`src/rtl/fetch_stage.sv`:
```
// Instruction-fetch stage with IF/ID pipeline register, one-entry stall skid buffer
// and branch-redirect flush. Drives a synchronous-read instruction memory.
module fetch_stage #(
  parameter int unsigned        ADDR_W   = 8,
  parameter int unsigned        INST_W   = 16,
  parameter logic [ADDR_W-1:0]  RESET_PC = '0
) (
  input  logic              clk,
  input  logic              rst,
  output logic [ADDR_W-1:0] imem_addr,
  input  logic [INST_W-1:0] imem_rdata,
  input  logic              stall,
  input  logic              branch_taken,
  input  logic [ADDR_W-1:0] branch_target,
  output logic [INST_W-1:0] if_inst,
  output logic [3:0]        if_opcode,
  output logic [ADDR_W-1:0] if_pc1,
  output logic              if_valid
);

  typedef enum logic [1:0] {StBoot, StRun, StHold} state_e;

  state_e             state_q, state_d;
  logic [ADDR_W-1:0]  pc_q, pc_d;
  logic               rd_valid_q, rd_valid_d;
  logic [ADDR_W-1:0]  rd_pc_q, rd_pc_d;
  logic [INST_W-1:0]  inst_q, inst_d;
  logic [ADDR_W-1:0]  pc1_q, pc1_d;
  logic               valid_q, valid_d;
  logic [INST_W-1:0]  skid_inst_q, skid_inst_d;
  logic [ADDR_W-1:0]  skid_pc1_q, skid_pc1_d;
  logic               skid_valid_q, skid_valid_d;

  always_ff @(posedge clk or posedge rst) begin
    if (rst) begin
      state_q      <= StBoot;
      pc_q         <= RESET_PC;
      rd_valid_q   <= 1'b0;
      rd_pc_q      <= '0;
      inst_q       <= '0;
      pc1_q        <= '0;
      valid_q      <= 1'b0;
      skid_inst_q  <= '0;
      skid_pc1_q   <= '0;
      skid_valid_q <= 1'b0;
    end else begin
      state_q      <= state_d;
      pc_q         <= pc_d;
      rd_valid_q   <= rd_valid_d;
      rd_pc_q      <= rd_pc_d;
      inst_q       <= inst_d;
      pc1_q        <= pc1_d;
      valid_q      <= valid_d;
      skid_inst_q  <= skid_inst_d;
      skid_pc1_q   <= skid_pc1_d;
      skid_valid_q <= skid_valid_d;
    end
  end

  always_comb begin
    state_d      = state_q;
    pc_d         = pc_q;
    rd_valid_d   = rd_valid_q;
    rd_pc_d      = rd_pc_q;
    inst_d       = inst_q;
    pc1_d        = pc1_q;
    valid_d      = valid_q;
    skid_inst_d  = skid_inst_q;
    skid_pc1_d   = skid_pc1_q;
    skid_valid_d = skid_valid_q;

    unique case (state_q)
      StBoot: begin
        pc_d       = pc_q + ADDR_W'(1);
        rd_valid_d = 1'b1;
        rd_pc_d    = pc_q;
        state_d    = StRun;
      end
      StRun, StHold: begin
        if (branch_taken) begin
          // Flush beats stall: in-flight read and any skid word are wrong-path.
          pc_d         = branch_target;
          valid_d      = 1'b0;
          rd_valid_d   = 1'b0;
          skid_valid_d = 1'b0;
          state_d      = StRun;
        end else if (state_q == StRun && !stall) begin
          if (rd_valid_q) begin
            inst_d  = imem_rdata;
            pc1_d   = rd_pc_q + ADDR_W'(1);
            valid_d = 1'b1;
          end else begin
            valid_d = 1'b0;
          end
          pc_d       = pc_q + ADDR_W'(1);
          rd_valid_d = 1'b1;
          rd_pc_d    = pc_q;
        end else if (state_q == StRun) begin
          // Park the returning word; the read issued this cycle is re-issued on release.
          if (rd_valid_q) begin
            skid_inst_d  = imem_rdata;
            skid_pc1_d   = rd_pc_q + ADDR_W'(1);
          end
          skid_valid_d = rd_valid_q;
          rd_valid_d   = 1'b0;
          state_d      = StHold;
        end else if (!stall) begin
          inst_d       = skid_inst_q;
          pc1_d        = skid_pc1_q;
          valid_d      = skid_valid_q;
          skid_valid_d = 1'b0;
          pc_d         = pc_q + ADDR_W'(1);
          rd_valid_d   = 1'b1;
          rd_pc_d      = pc_q;
          state_d      = StRun;
        end else begin
          rd_valid_d = 1'b0;
        end
      end
      default: state_d = StBoot;
    endcase
  end

  assign imem_addr = pc_q;
  assign if_inst   = inst_q;
  assign if_opcode = inst_q[INST_W-1 -: 4];
  assign if_pc1    = pc1_q;
  assign if_valid  = valid_q;

endmodule

```
`config.mk`:
```
export PLATFORM = sky130hd
export DESIGN_NAME = fetch_stage
export DESIGN_NICKNAME = d
export VERILOG_FILES = /design/src/rtl/fetch_stage.sv
export SDC_FILE = /design/constraint.sdc
export NUM_CORES = 1
export LEC_CHECK = 0
export CAP_MARGIN = 20
export CELL_PAD_IN_SITES_DETAIL_PLACEMENT = 1
export CELL_PAD_IN_SITES_GLOBAL_PLACEMENT = 1
export CORE_MARGIN = 2
export CORE_UTILIZATION = 44
export CTS_CLUSTER_SIZE = 10
export DETAILED_ROUTE_END_ITERATION = 12
export GPL_ROUTABILITY_DRIVEN = 1
export GPL_TIMING_DRIVEN = 0
export PLACE_DENSITY_LB_ADDON = 0.1
export SLEW_MARGIN = 20
export SYNTH_ARGS = -nofsm -noshare
export SYNTH_HDL_FRONTEND = slang
export SYNTH_SLANG_ARGS = --single-unit
```
`constraint.sdc`:
```
create_clock -name clk -period 5.6 [get_ports clk]
set_clock_uncertainty 0.05 [all_clocks]
set_input_delay 0.56 -clock clk [delete_from_list [all_inputs] [get_ports clk]]
set_output_delay 0.56 -clock clk [all_outputs]
set_load 0.02 [all_outputs]
```
-- Word-level counts from Yosys, hierarchy flattened
Cells that the tools add are included.
- multipliers: 0
- div/mod/pow operators: 0
- reduce and logical (&&, ||, !) cells: 12
- order comparisons: 0
- shift operators: 0
- muxes and demuxes: 37
- bitwise operators: 2
- add/sub/neg operators: 2
- eq/ne operators: 16
- operators with widths (kind ; count):
    8-bit 2-to-1 mux ; 12
    16-bit 2-to-1 mux ; 4
    8-bit case mux with 2 select lines ; 2
    8-bit by 1-bit adder with 8-bit output (second input constant) ; 2
    1-bit 2-to-1 mux ; 13
    3-bit inequality test (second input constant) ; 4
    4-bit inequality test (second input constant) ; 3
    5-bit AND reduction ; 2
    3-bit AND reduction ; 3
    2-bit 2-to-1 mux ; 4
    2-bit inequality test (second input constant) ; 4
    3-bit by 1-bit inequality test with 1-bit output (second input constant) ; 2
    2-bit case mux with 2 select lines ; 1
    4-bit AND reduction ; 1
    2-bit by 1-bit == test with 1-bit output (second input constant) ; 1
    2-bit == test (second input constant) ; 1
    2-bit zero test ; 1
    2-bit by 1-bit inequality test with 1-bit output (second input constant) ; 1
    1-bit inverter ; 2
    1-bit case mux with 2 select lines ; 1
    2-bit AND reduction ; 1
    2-bit nonzero test ; 1
    2-bit OR reduction ; 1
    1-bit logical AND ; 1
    1-bit zero test ; 1
- memory bits (read-only): 0
- register bits after elaboration: 69
- input bits: 28
- memories kept: 0
- bits in latches: 0
- output and inout bits: 37
- memory bits (writable): 0

-- Depth between registers and ports, before layout
Gate-level depths: netlist of the first run.
- word-level depth: 6
- gate-level depth with buffers: 9

-- Worst setup path after synthesis of the first run
Ideal clock, no wire load.
- path kind: flip-flop to flip-flop
- from: reg state_q[0]
- to: reg skid_inst_q[0]
- path slack: 3575 ps
- setup time: 125 ps
- cell stages (with the launch flop): 8
- data arrival time: 1850 ps
- data required time: 5425 ps
- cell sequence: dfrtp_1 inv_1 ha_1 buf_6 nand2_1 nor3_4 buf_6 mux2_2
- cells in the longest elaborated chain, start to end: 4
- elaborated cells on any way between the ends: 6
- ends and longest elaborated chain (item ; line ; RTL):
    from (decl) ; 23 ; state_e state_q, state_d;
    from (signal assigned) ; 36 ; state_q <= StBoot;
    from (signal assigned) ; 47 ; state_q <= state_d;
    2-bit by 1-bit == test with 1-bit output ; 72, 87, 98 ;
    1-bit logical AND ; 87 ; end else if (state_q == StRun && !stall) begin
    1-bit inverter (no source line) ; n/a ;
    5-bit AND reduction (no source line) * ; n/a ;
    to (signal assigned) ; 54 ; skid_inst_q <= skid_inst_d;
    to (decl) ; 30 ; logic [INST_W-1:0] skid_inst_q, skid_inst_d;
Mark *: on every way between the ends. The rest lies on a longest branch, timed or not.
A chain may end at the register's enable or synchronous reset.

-- Final worst setup path of the first run
- from: reg state_q[0]
- to: reg skid_inst_q[12]
Same word-level chain as after synthesis.

==> results of run 1 <==
cells by family after synthesis:
family	share of synthesized area, %
mux	16.1
simple gates	10.9
xor+xnor	1.55
compound gates	12.2
fa+ha+maj	2.96
buf+inv	5.32
flops	51.0
final cells by class:
cell class	instances	area, sq um	area share (%)
plain buffers	21	150	3.42
clock inverters	3	43.8	0.999
flip-flops and latches	69	1730	39.4
repair buffers	65	668	15.2
clock buffers	13	159	3.62
multi-input cells	209	1480	33.8
inverters	8	32.5	0.742
well taps	99	124	2.83
metrics by stage:
step                area (sq um)  setup slack [ps]  power (uW)
floorplan                   3390              3250        1800
global placement            4150              1990        2200
detailed placement          4180              3090        2280
CTS                         4380              3230        2710
global route                4380              3130        2880
finish                      4380              3290        2670
per-layer routing:
metal  wire (microns)  track usage, %
met1             3510            26.0
met2             3890            33.8
met3              241            3.29
met4              107            7.84
met5                0               0
worst min-delay path, stage by stage, from the launching register on:
cell	delay, ps
dfrtp_1	340
nand2_1	40
o21ai_0	60
where the power goes:
group          internal, uW  switching (uW)  total, uW
Sequential              738             180        917
Combinational           658             680       1340
Clock                   231             185        416
cell usage in the layout, fill, tap and decap left out, drive strengths merged, types with 2 or more instances in the layout:
master	n
dfrtp	69
clkdlybuf4s50	64
nand2	40
mux2	28
o21ai	28
mux2i	23
a21oi	20
clkbuf	19
nor2	16
buf	16
nand3	9
ha	8
inv	8
xnor2	5
o22ai	4
nor3	3
a31oi	2
nor2b	2
and3	2
o221ai	2
nand2b	2
o21a	2
clkinv	2
registers in the layout (all words and copies together) (netlist names):
register      cells
if_inst          16
skid_inst_q      16
if_pc1            8
imem_addr         8
rd_pc_q           8
skid_pc1_q        8
state_q           2
if_valid          1
rd_valid_q        1
skid_valid_q      1
how the worst min path moves through the flow:
| stage | endpoint | slack [ps] | cells past startpoint |
|---|---|---|---|
| 6_report | if_inst[6]$_DFFE_PP0P_ | 430 | 2 |
| 5_1_grt | if_pc1[1]$_DFFE_PP0P_ | 460 | 2 |
| 4_1_cts | if_inst[6]$_DFFE_PP0P_ | 440 | 2 |
| 3_5_place_dp | if_inst[6]$_DFFE_PP0P_ | 420 | 2 |
| 3_3_place_gp | if_inst[0]$_DFFE_PP0P_ | 410 | 2 |
| 2_1_floorplan | skid_inst_q[0]$_DFFE_PP0P_ | 430 | 1 |
==> results.toml, run 1 <==
[sta]
setup-tns-final_ps = 0
finalCritPeriodShare_pct = 41.2
drv_slew = 0
worstMarginPinSlew_ps = 552
rsz0062_at_grt = "no"
hold_slack_ps = 431
min_period_ps = 2310
clock.fmax_mhz = 433
max_slew_margin_pct = 63.1
hold_viol = 0
setup_viol = 0

[clocking]
post_cts_buffers = 0
cts_root_buffer = "clkbuf_8"
htree_levels = 3
cts_buffers = 9
cts_tree = "built"
cts.clk_slew.worst_paths_ps = 70
clockBufferDepth = 2
cts_hold_buf = 0
insertion_delay_ps = 340
clock-sinks = 69
ctsResizeCount = 0

[drt]
finalWirelength_microns = 7750
vias = 2526
drc = 0
routedWlPerCell_microns = 15.9
drtPass1Iterations = 4
drt_iter0_markers = 88
vias_per_cell = 5.19
antenna_left = 0

[grt]
grt_antenna_before_repair = 0
grt_pass1_wl_microns = 13400
gr-total-overflow = 0
grt_pass1_vias = 2758
grtUsageTotal_pct = 20.1
grt_max_degree = 47

[worst_setup_path]
worstPathCellList = "inv_1 -> ha_1 -> buf_6 -> nand2_1 -> nor3_4 -> buf_6 -> mux2_2"
timing.rr.start = "state_q[0]$_DFFE_PP0P_"
crit_family = "simple AND/OR/NAND/NOR gates"
setup.worst_path.end_class = "flop"
crit_buf_inv = 3
critPathLaunch = "state_q[0]$_DFFE_PP0P_"
cp.arrival_ps = 2480
cp.required_ps = 5770
r2r-end = "skid_inst_q[12]$_DFFE_PP0P_"
cpPeakStageDelay_ps = 490
endpoint = "skid_inst_q[12]$_DFFE_PP0P_"
crit_top_cell = "buf_6"
r2r_cells = 7
crit_type = "flop to flop"
worstSetupStartpointType = "flop"
critical_path_depth = 7
slowest_stage = "nor3_4"
reg2reg_slack_ps = 3290
crit_fanout = 10

[power]
power_density_mw_per_mm2 = 609
leakage_uw = 0.00197
peakVddDrop_mv = 0.292

[layout]
nNetsFinal = 419
syn2layout_area_growth_pct = 29.4
drive_gt1_share_pct = 18.0
nFillCells = 800
n_antenna_cell = 0
post-route-util_pct = 59.5
final_cells = 487

[placement]
routabilityCongestion = 0.792
portBuffers = 64
dpl.hpwl_microns = 5740
placed_cells = 471

[synthesis]
synthDistinctLibCells = 40
ys.flop_type = "dfrtp_1"
yosysTopAreaCell = "dfrtp_1"
netlist_top_cells_area = "dfrtp_1, mux2_2, mux2i_1"
synth_top_area_share_pct = 51.0
ys_ff_latch = 69
ys_async_sr_fraction_pct = 100
yosys_warnings = 0
synth_edf_count = 0
avgSynthCellArea_sq_um = 11.0
synthCells = 307
synthesis.nets = 343
netlist_top_cells_count = "dfrtp_1, nand2_1, mux2_2, o21ai_0, mux2i_1"
syn_area_sq_mm = 0.00339
synth_sequential_area_ratio_pct = 51.0
synth.most_common_cell = "dfrtp_1"

[status]
status = "completed"

[min_path]
hold_start = "if_inst[6]$_DFFE_PP0P_"
hold_class = "flop to flop"

[die]
die-height_microns = 91.7
row_count = 31
ios = 65
start_util_pct = 46.0
die-width_microns = 91.7
dieArea_sq_mm = 0.00842
core_area_sq_mm = 0.00737

[flow_run]
drv_cap = 0
Note: power is estimated with default switching activity, not from simulation.
==> inputs of run 2 (changes only) <==
--- a/config.mk
+++ b/config.mk
@@ -9,7 +9,7 @@
 export CELL_PAD_IN_SITES_DETAIL_PLACEMENT = 1
 export CELL_PAD_IN_SITES_GLOBAL_PLACEMENT = 1
 export CORE_MARGIN = 2
-export CORE_UTILIZATION = 44
+export CORE_UTILIZATION = 41
 export CTS_CLUSTER_SIZE = 10
 export DETAILED_ROUTE_END_ITERATION = 12
 export GPL_ROUTABILITY_DRIVEN = 1
==> constraint.sdc (replaced) <==
create_clock -name clk -period 2.14 [get_ports clk]
set_clock_uncertainty 0.05 [all_clocks]
set_input_delay 0.214 -clock clk [delete_from_list [all_inputs] [get_ports clk]]
set_output_delay 0.214 -clock clk [all_outputs]
set_load 0.02 [all_outputs]
==> run 2 against run 1 <==
Die area up 7.0%. Cell count is 2.3% higher. Largest power group unchanged. Flip-flop and latch count stayed put. Hold slack got worse by 240 ps. Critical path depth grew 2. Power grew to 2.7 times the previous value.
==> results.toml, run 2 (same netlist as run 1, synthesis figures left out) <==
[layout]
n_antenna_cell = 0
syn2layout_area_growth_pct = 32.4
final_common_cell = "dfrtp_1"
nNetsFinal = 424
final_cells = 498
most-common-layout-cells = "dfrtp_1, clkdlybuf4s50_1, nand2_1"
drive_gt1_share_pct = 20.9

[sta]
clock.fmax_mhz = 489
hold_viol = 0
drv_slew = 0
setup-tns-final_ps = 0
min_period_ps = 2050
rsz0062_at_grt = "no"
setup_viol = 0
worstMarginPinSlew_ps = 459
finalCritPeriodShare_pct = 95.6
max_slew_margin_pct = 69.4

[clocking]
htree_levels = 3
cts_tree = "built"
clockBufferDepth = 2
insertion_delay_ps = 340
cts.clk_slew.worst_paths_ps = 80
cts_buffers = 9
cts_root_buffer = "clkbuf_8"
clock-sinks = 69

[power]
power_density_mw_per_mm2 = 1620
leakage_uw = 0.00201
peakVddDrop_mv = 0.761

[worst_setup_path]
crit_buf_inv = 4
reg2reg_slack_ps = 90
r2r_cells = 9
worstSetupStartpointType = "flop"
cp.required_ps = 2360
crit_top_cell = "buf_6"
timing.rr.start = "state_q[0]$_DFFE_PP0P_"
r2r-end = "imem_addr[1]$_DFFE_PP0P_"
crit_fanout = 10
crit_type = "flop to flop"
setup.worst_path.end_class = "flop"
crit_family = "compound AO/OA/AOI/OAI gates"
cpPeakStageDelay_ps = 400
worstPathCellList = "buf_4 -> ha_2 -> buf_6 -> o21a_4 -> a221oi_4 -> buf_12 -> buf_6 -> nor2_1 -> a31oi_2"
cp.arrival_ps = 2260
slowest_stage = "dfrtp_1"

[grt]
grtUsageTotal_pct = 18.8
grt_max_degree = 36
grt_pass1_vias = 2723
gr-total-overflow = 0
grt_antenna_before_repair = 0
grt_pass1_wl_microns = 13100

[drt]
finalWirelength_microns = 7600
drt_iter0_markers = 42
antenna_left = 0
routedWlPerCell_microns = 15.3
vias = 2557
vias_per_cell = 5.13
drc = 0
drtPass1Iterations = 4

[placement]
portBuffers = 64
routabilityCongestion = 0.821
placed_cells = 477
dpl.hpwl_microns = 5450

[die]
start_util_pct = 41.9
die-height_microns = 94.9
row_count = 33
ios = 65
die-width_microns = 94.9
dieArea_sq_mm = 0.00900
core_area_sq_mm = 0.00809

[flow_run]
drv_cap = 0

[min_path]
hold_class = "primary input to async pin"

[status]
status = "completed"
run 2: cell count changes in the layout (fill, tap and decap cells not counted), sizes merged:
cell      previous run  this run
buf                 16        24
clkbuf              19        12
clkinv               2         0
clkinvlp             0         1
bufinv               1         2
inv                  8        12
run 2: worst max path at each step:
stage,from,endpoint,slack (ps),cells after the start
global placement,rst,if_inst[14]$_DFFE_PP0P_,-1160,2
detailed placement,state_q[0]$_DFFE_PP0P_,skid_pc1_q[4]$_DFFE_PP0P_,-210,7
finish,state_q[0]$_DFFE_PP0P_,imem_addr[1]$_DFFE_PP0P_,90,9
floorplan,state_q[0]$_DFFE_PP0P_,skid_inst_q[0]$_DFFE_PP0P_,110,7
global route,state_q[0]$_DFFE_PP0P_,imem_addr[7]$_DFFE_PP0P_,10,9
CTS,state_q[0]$_DFFE_PP0P_,if_inst[6]$_DFFE_PP0P_,20,9
run 2: report_power, final:
| part | internal, uW | leakage (uW) | total (uW) | switching, uW |
|---|---|---|---|---|
| combinational | 1840 | 0.00107 | 3660 | 1820 |
| clock | 677 | 0.000113 | 1230 | 551 |
| sequential | 1930 | 0.000833 | 2380 | 451 |
run 2: layer usage:
metal | global-route usage, % | wire length [microns] | up-vias | share of wire [%]
met2 | 31.4 | 3690 | 55 | 48
met5 | 0 | 0 | - | 0
met1 | 25.0 | 3560 | 1272 | 47
li1 | - | - | 1224 | -
met4 | 5.07 | 65 | 0 | 0.85
met3 | 3.67 | 288 | 6 | 3.8
run 2: layout make-up:
class / instances / area, sq um
Fill cell: 887 / 3610
Sequential cell: 69 / 1730
Multi-Input combinational cell: 209 / 1490
Timing Repair Buffer: 71 / 718
Buffer: 20 / 154
Tap cell: 105 / 131
Clock buffer: 9 / 124
Clock inverter: 7 / 105
Inverter: 8 / 32.5
run 2: repair_timing:
action                                  CTS  global route
hold buffers                              0             0
pin swaps                                 2             2
endpoints found under the setup margin   53            38
setup buffers                             4             2
resized for setup                         3             8
run 2: through the flow:
stage                     area, sq um  setup slack [ps]  utilization (%)  hold slack, ps  total power, uW
final                            4480              94.1             55.4             192             7260
after global routing             4480              9.67             55.4             236             7850
after CTS                        4450              16.4             54.9             194             7240
after detailed placement         4180              -212             51.7             420             5940
after global placement           4160             -1160             51.4             411             5790
after floorplan                  3390               115                -             297             4710
==> inputs of run 3 (changes only) <==
--- a/config.mk
+++ b/config.mk
@@ -15,6 +15,7 @@
 export GPL_ROUTABILITY_DRIVEN = 1
 export GPL_TIMING_DRIVEN = 0
 export PLACE_DENSITY_LB_ADDON = 0.1
+export REMOVE_ABC_BUFFERS = 1
 export SLEW_MARGIN = 20
 export SYNTH_ARGS = -nofsm -noshare
 export SYNTH_HDL_FRONTEND = slang
==> run 3 against run 2 <==
Sequential power barely moved. First-iteration DRC count rose by 9.5%. Final area fell by 1.9%. Clock power fell by 3%.
==> results.toml, run 3 (same netlist as run 1, synthesis figures left out) <==
[worst_setup_path]
crit_type = "flop to flop"
cp.arrival_ps = 2260
crit_family = "simple AND/OR/NAND/NOR gates"
worstSetupStartpointType = "flop"
cpPeakStageDelay_ps = 470
crit_fanout = 12
crit_buf_inv = 1
setup.worst_path.end_class = "flop"
slowest_stage = "or3_4"
worstPathCellList = "inv_1 -> ha_4 -> nor2b_2 -> or3_4 -> or2_4 -> o221ai_1"
cp.required_ps = 2350

[grt]
grt_max_degree = 40
grt_antenna_before_repair = 0
gr-total-overflow = 0
grtUsageTotal_pct = 19.1
grt_pass1_wl_microns = 13100
grt_pass1_vias = 2675

[flow_run]
drv_cap = 0

[sta]
min_period_ps = 2050
rsz0062_at_grt = "yes"
setup_viol = 0
worstMarginPinSlew_ps = 593
drv_slew = 0
finalCritPeriodShare_pct = 95.6
clock.fmax_mhz = 489
setup_ws_ps = 93.1
max_slew_margin_pct = 60.4
setup-tns-final_ps = 0
hold_viol = 0

[placement]
routabilityCongestion = 0.774
dpl.hpwl_microns = 4910
portBuffers = 64
post-place-ws_ps = -414

[die]
start_util_pct = 41.9
ios = 65
dieArea_sq_mm = 0.00900
die-width_microns = 94.9
core_area_sq_mm = 0.00809
row_count = 33
die-height_microns = 94.9

[layout]
nFillCells = 881
syn2layout_area_growth_pct = 29.9
n_antenna_cell = 0
nNetsFinal = 406
drive_gt1_share_pct = 18.9
most-common-layout-cells = "dfrtp_1, clkdlybuf4s50_1, nand2_1"
final_common_cell = "dfrtp_1"
regArea_sq_mm = 0.00173
multiInputGateArea_sq_mm = 0.00154

[clocking]
cts_root_buffer = "clkbuf_8"
cts_hold_buf = 0
cts_tree = "built"
cts.clk_slew.worst_paths_ps = 80
clock-sinks = 69
htree_levels = 3
cts_buffers = 9
clockBufferDepth = 2
insertion_delay_ps = 350

[drt]
vias_per_cell = 5.16
drtPass1Iterations = 4
antenna_left = 0
drt_iter0_markers = 46
finalWirelength_microns = 7690
routedWlPerCell_microns = 16.0
vias = 2475
drc = 0

[power]
power_density_mw_per_mm2 = 1620
peakVddDrop_mv = 0.572
leakage_uw = 0.00194

[min_path]
hold_class = "primary input to async pin"

[status]
status = "completed"
-- run 3: what timing repair did --
action	4_1_cts	5_1_grt
endpoints found under the setup margin	50	53
resized for setup	4	5
buffers inserted	4	0
pin swaps	3	0
gates cloned	2	0
-- run 3: worst reg2reg max path: stages, from the launching register on --
cell      delay (ps)
dfrtp_2          400
inv_1            120
ha_4             230
nor2b_2          210
or3_4            470
or2_4            300
o221ai_1         170
-- run 3: where the power goes --
group	leakage (uW)	switching (uW)	total [uW]	internal [uW]
Clock	0.000110	527	1190	661
Combinational	0.000999	1770	3520	1750
Sequential	0.000831	472	2400	1930
Total	0.00194	2770	7110	4340
-- run 3: final cells by class --
type                       count  share of cell area (%)
clock buffer                   9                    2.82
clock inverter                 7                    2.25
inverter                       8                   0.739
multi-input combinational    211                    35.0
sequential                    69                    39.3
tap                          105                    2.99
timing repair buffer          71                    17.0
-- run 3: path summary, 6_finish.rpt --
path,start,end,slack (ps),cells past startpoint
setup / recovery,state_q[1]$_DFFE_PP0P_,if_pc1[5]$_DFFE_PP0P_,90,6
hold / removal,rst,if_inst[3]$_DFFE_PP0P_,160,2
setup reg to reg,state_q[1]$_DFFE_PP0P_,if_pc1[5]$_DFFE_PP0P_,90,6
hold reg to reg,if_inst[6]$_DFFE_PP0P_,if_inst[6]$_DFFE_PP0P_,430,2
max in group asynchronous,rst,if_pc1[1]$_DFFE_PP0P_,1340,3
min in group clk,branch_target[0],imem_addr[0]$_DFFE_PP0P_,360,3
-- run 3: stage by stage --
step / utilization (%) / power, uW / hold slack (ps) / instances / area [sq um]
CTS: 54.1 / 7130 / 167 / 480 / 4370
finish: 54.4 / 7110 / 158 / 480 / 4400
floorplan: - / 4520 / 237 / 286 / 3240
detailed placement: 50.4 / 5740 / 420 / 458 / 4080
global placement: 49.5 / 5560 / 410 / 455 / 4010
global route: 54.4 / 7680 / 185 / 480 / 4400
-- run 3: per-layer routing --
| layer | up-vias | GRT usage (%) | wire length, microns |
|---|---|---|---|
| met5 | - | 0 | 0 |
| met4 | 0 | 7.25 | 119 |
| met3 | 11 | 4.23 | 324 |
| met2 | 54 | 32.1 | 3650 |
| met1 | 1218 | 24.0 | 3590 |
| li1 | 1192 | - | - |
==> RTL edit 1, RTL diff (config.mk and constraints of run 1) <==
Re-encode `state_e` (3 states) as one-hot, 3 bits wide.
--- a/src/rtl/fetch_stage.sv
+++ b/src/rtl/fetch_stage.sv
@@ -18,7 +18,7 @@
   output logic              if_valid
 );
 
-  typedef enum logic [1:0] {StBoot, StRun, StHold} state_e;
+  typedef enum logic [2:0] {StBoot = 3'b001, StRun = 3'b010, StHold = 3'b100} state_e;
 
   state_e             state_q, state_d;
   logic [ADDR_W-1:0]  pc_q, pc_d;
Function: same outputs for any inputs over 4 cycles, from zero or initial values and one cycle with rst high; so few cycles prove little.
==> RTL edit 1 against run 1 <==
- sequential power is 0.8% lower
- sequential cell count rose by 1
- clock power shrank 13%
- synthesized cell count is 2.3% lower
- cell area about the same
- die area up 1.1%
- critical path type is now primary input to flop
- count of clock-buffer cells in the layout shrank 3
- via count is 0.91% higher
- routed wire length up 2.9%
- maximum frequency up 3.4%
- total power decreased by 8.5%
- area after synthesis grew 1.2%
- setup slack better by 75 ps
==> RTL edit 1: results <==
group,metric,value,unit
cts,ctsResizeCount,0,
cells_and_area,final_nets,405,
timing,worstMarginPinSlew,677.4,ps
global_route,met3_usage,0.03451,
drt,wl_met2,3913,um
power_and_ir_drop,vdd.ir_drop.worst,232.5,uV
global_route,antenna_found_initial,0,
global_route,grt_max_degree,55,
drt,vias_per_cell,5.288,
cts,clock_latency,350,ps
synthesis,ys.warnings.count,0,
cells_and_area,fillers,838,
drt,drt_iter0_markers,24,
cts,cts_buffer_depth,2,
drt,wl_met3,220,um
drt,dr.pass1.iters,4,
min_path,hold_path.class,"flop to flop",
synthesis,synth.area.top_cells,"dfrtp_1 50%, mux2i_1 7.9%, mux2_2 6.2%",
global_route,track_usage,0.2072,
drt,top_layer_used,"met4",
synthesis,synthTopCellsByCount,"69 x dfrtp_1, 40 x nand2_1, 27 x mux2i_1, 19 x mux2_2, 18 x o21ai_1",
place,dp_slack,2988,ps
cts,post_cts_buffers,0,
global_route,first_global_vias,2721,
cells_and_area,diodes,0,
cts,clk_pin_slew,80,ps
place,io_buffers,63,
synthesis,ys_seq_area_frac,0.5115,
synthesis,syn-num-nets,330,
global_route,grt_pass1_wl,13730,um
global_route,grt_util_met1,0.2821,
place,place_hpwl,5649,um
worst_setup_path,rr_worst_depth,6,
synthesis,yosys_most_used_dff,"dfrtp_1",
worst_setup_path,cpMaxStageDelayCell,"clkdlybuf4s50_1",
worst_setup_path,critPathMaxFanout,9,
worst_setup_path,arrival,2450,ps
synthesis,async_reset_ff_frac,1.000,
cells_and_area,drive_gt1_frac,0.1895,
cts,htreeDepth,3,
cts,cts_root_buf,"clkbuf_8",
drt,drt-met1-wl,3770,um
worst_setup_path,slowest_delay,550,ps
place,dpl_cell_area,4215,um^2
power_and_ir_drop,power.static_leakage,2.010,nW
status,status,"completed",
global_route,grtUsageMet2,0.3315,
cts,cts_buffers,9,
place,routabilityCongestion,0.8027,
drt,wl,7976,um
min_path,hold_path_depth,2,
synthesis,ys_types,53,
==> RTL edit 1: cell families (layout without fill, tap and decap cells) <==
| group | Yosys count | in the layout | share of synthesized area |
|---|---|---|---|
| buf+inv | 29 | 109 | 0.05659 |
| mux | 53 | 53 | 0.1720 |
| simple gates | 76 | 76 | 0.1073 |
| xor+xnor | 7 | 7 | 0.02008 |
| flops | 70 | 70 | 0.5115 |
| fa+ha+maj | 2 | 2 | 0.007301 |
| compound gates | 63 | 63 | 0.1252 |
==> RTL edit 1: final timing paths <==
check                             startpoint       endpoint  slack, ps
worst max-delay path            branch_taken   imem_addr[2]       3370
worst min-delay path              if_inst[9]     if_inst[9]        440
worst max register to register    state_q[0]   imem_addr[2]       3640
worst min register to register    if_inst[9]     if_inst[9]        440
max in group asynchronous                rst  skid_pc1_q[5]       4500
min in group asynchronous                rst     state_q[1]        460
==> RTL edit 1: stage by stage <==
stage	utilization	cells
after global routing	0.5730	482
final	0.5730	482
after global placement	0.5473	465
after floorplan	-	300
after CTS	0.5730	482
after detailed placement	0.5512	466
==> RTL edit 1: worst max-delay path, delay by kind of cell <==
family / cells / cell delay (ps)
AOI/OAI and AO/OA: 2 / 620
and+or+nand+nor: 2 / 460
buffers and inverters: 3 / 790
==> RTL edit 1: area by class of cell <==
cell class | instances | area share
buffer | 23 | 0.03912
clock buffer | 10 | 0.02913
clock inverter | 6 | 0.008852
inverter | 6 | 0.005711
multi-input combinational | 201 | 0.3378
sequential | 70 | 0.4001
tap | 102 | 0.02913
timing repair buffer | 64 | 0.1502
==> RTL edit 1: where the power goes <==
part	internal, W	switching (W)	leakage (nW)
clock network	0.000159	0.000204	0.0820
logic	0.000601	0.000570	1.06
registers	0.000736	0.000174	0.869
total	0.00150	0.000948	2.01
==> RTL edit 2, RTL diff (flow settings as in run 1) <==
Without the edit above. `ADDR_W`: 8 -> 7.
--- a/src/rtl/fetch_stage.sv
+++ b/src/rtl/fetch_stage.sv
@@ -1,7 +1,7 @@
 // Instruction-fetch stage with IF/ID pipeline register, one-entry stall skid buffer
 // and branch-redirect flush. Drives a synchronous-read instruction memory.
 module fetch_stage #(
-  parameter int unsigned        ADDR_W   = 8,
+  parameter int unsigned        ADDR_W   = 7,
   parameter int unsigned        INST_W   = 16,
   parameter logic [ADDR_W-1:0]  RESET_PC = '0
 ) (
Interface: changed (resized branch_target, if_pc1 and imem_addr); port bits go from 65 to 62. No check against the original RTL was run, so the function may have changed too.
==> RTL edit 2 against run 1 <==
- non-clock buffer count shrank 6
- utilization about the same
- total power shrank 9.5%
- setup slack worse by 23 ps
- global-route usage is 0.51 points higher
- area after synthesis down 7.4%
- routed wire length decreased by 5.4%
- cell area fell by 7.3%
- sequential share of layout area rose by 0.63 points
- sequential cell count fell by 4
==> RTL edit 2: results <==
group,metric,value,unit
status,status,"completed",
worst_setup_path,r2r_setup_slack,3270,ps
floorplanning,row_count,30,
worst_setup_path,cp-startpoint,"state_q[0]",
cells_and_area,layout.cells.non_filler,456,
cells_and_area,clk_share,0.04524,
cells_and_area,num-multi-input-gates,192,
global_route,met3_usage,0.05410,
synthesis,synthTopCellsByCount,"65 x dfrtp_1, 34 x nand2_1, 31 x o21ai_0, 28 x mux2_2, 22 x mux2i_1",
global_route,grtUsageMet2,0.3582,
drt,vias_per_cell,5.268,
place,io_buffers,60,
synthesis,synth_compound_area_frac,0.1156,
timing,worstMarginPinSlew,486.3,ps
cts,htreeDepth,3,
cells_and_area,multi_input_area,1353,um^2
cells_and_area,nonClkBufAreaFrac,0.1844,
worst_setup_path,endpoint,"skid_inst_q[11]",
synthesis,synth_fa_ha_area_frac,0.03190,
global_route,grt_util_met1,0.2494,
place,place_hpwl,5142,um
global_route,track_usage,0.2058,
synthesis,synth_cells,284,
synthesis,ys_types,36,
global_route,grt_pass1_wl,12250,um
synthesis,synthXorXnorAreaFrac,0.01396,
cells_and_area,final_nets,391,
synthesis,syn-num-nets,319,
worst_setup_path,r2r-end,"skid_inst_q[11]",
worst_setup_path,slowest_delay,420,ps
cells_and_area,regArea,1627,um^2
cells_and_area,seq_cells,65,
place,dp_slack,3127,ps
timing,fin_crit_sh,0.4163,
place,place_inst,441,
synthesis,synth.area.top_cells,"dfrtp_1 52%, mux2_2 10%, mux2i_1 7.0%",
min_path,hold_path.class,"primary input to flop",
global_route,first_global_vias,2573,
place,dpl_cell_area,3881,um^2
cells_and_area,fillers,768,
synthesis,muxShareOfSynthArea,0.1707,
drt,wl_per_cell,16.09,um
worst_setup_path,critPathTopFamily,"buffers and inverters",
power_and_ir_drop,power.static_leakage,1.841,nW
synthesis,ys_seq_area_frac,0.5183,
cells_and_area,drive_gt1_frac,0.1806,
drt,drt_iter0_markers,39,
power_and_ir_drop,vdd.ir_drop.worst,277.4,uV
==> RTL edit 2: per-layer routing <==
layer	vias to the layer above	wire (um)
met1	1206	3219
li1	1136	-
met3	9	281
met4	0	100
met5	-	0
met2	51	3736
==> RTL edit 2: stage by stage <==
step | hold slack, ps | utilization
3_3_place_gp | 410.2 | 0.5648
3_5_place_dp | 419.1 | 0.5681
5_1_grt | 385.6 | 0.5951
4_1_cts | 379.3 | 0.5951
6_report | 396.0 | 0.5951
2_1_floorplan | 430.3 | -
==> RTL edit 2: where the power goes <==
group	internal (W)	switching [W]
logic	0.000581	0.000602
clock network	0.000200	0.000182
registers	0.000693	0.000159
==> RTL edit 2: worst min path at each step <==
stage	start	endpoint	cells past startpoint
2_1_floorplan	skid_inst_q[0]	skid_inst_q[0]	1
3_3_place_gp	if_inst[11]	if_inst[11]	2
3_5_place_dp	if_inst[10]	if_inst[10]	2
4_1_cts	branch_taken	state_q[1]	2
5_1_grt	branch_taken	state_q[1]	2
6_report	branch_taken	state_q[1]	2
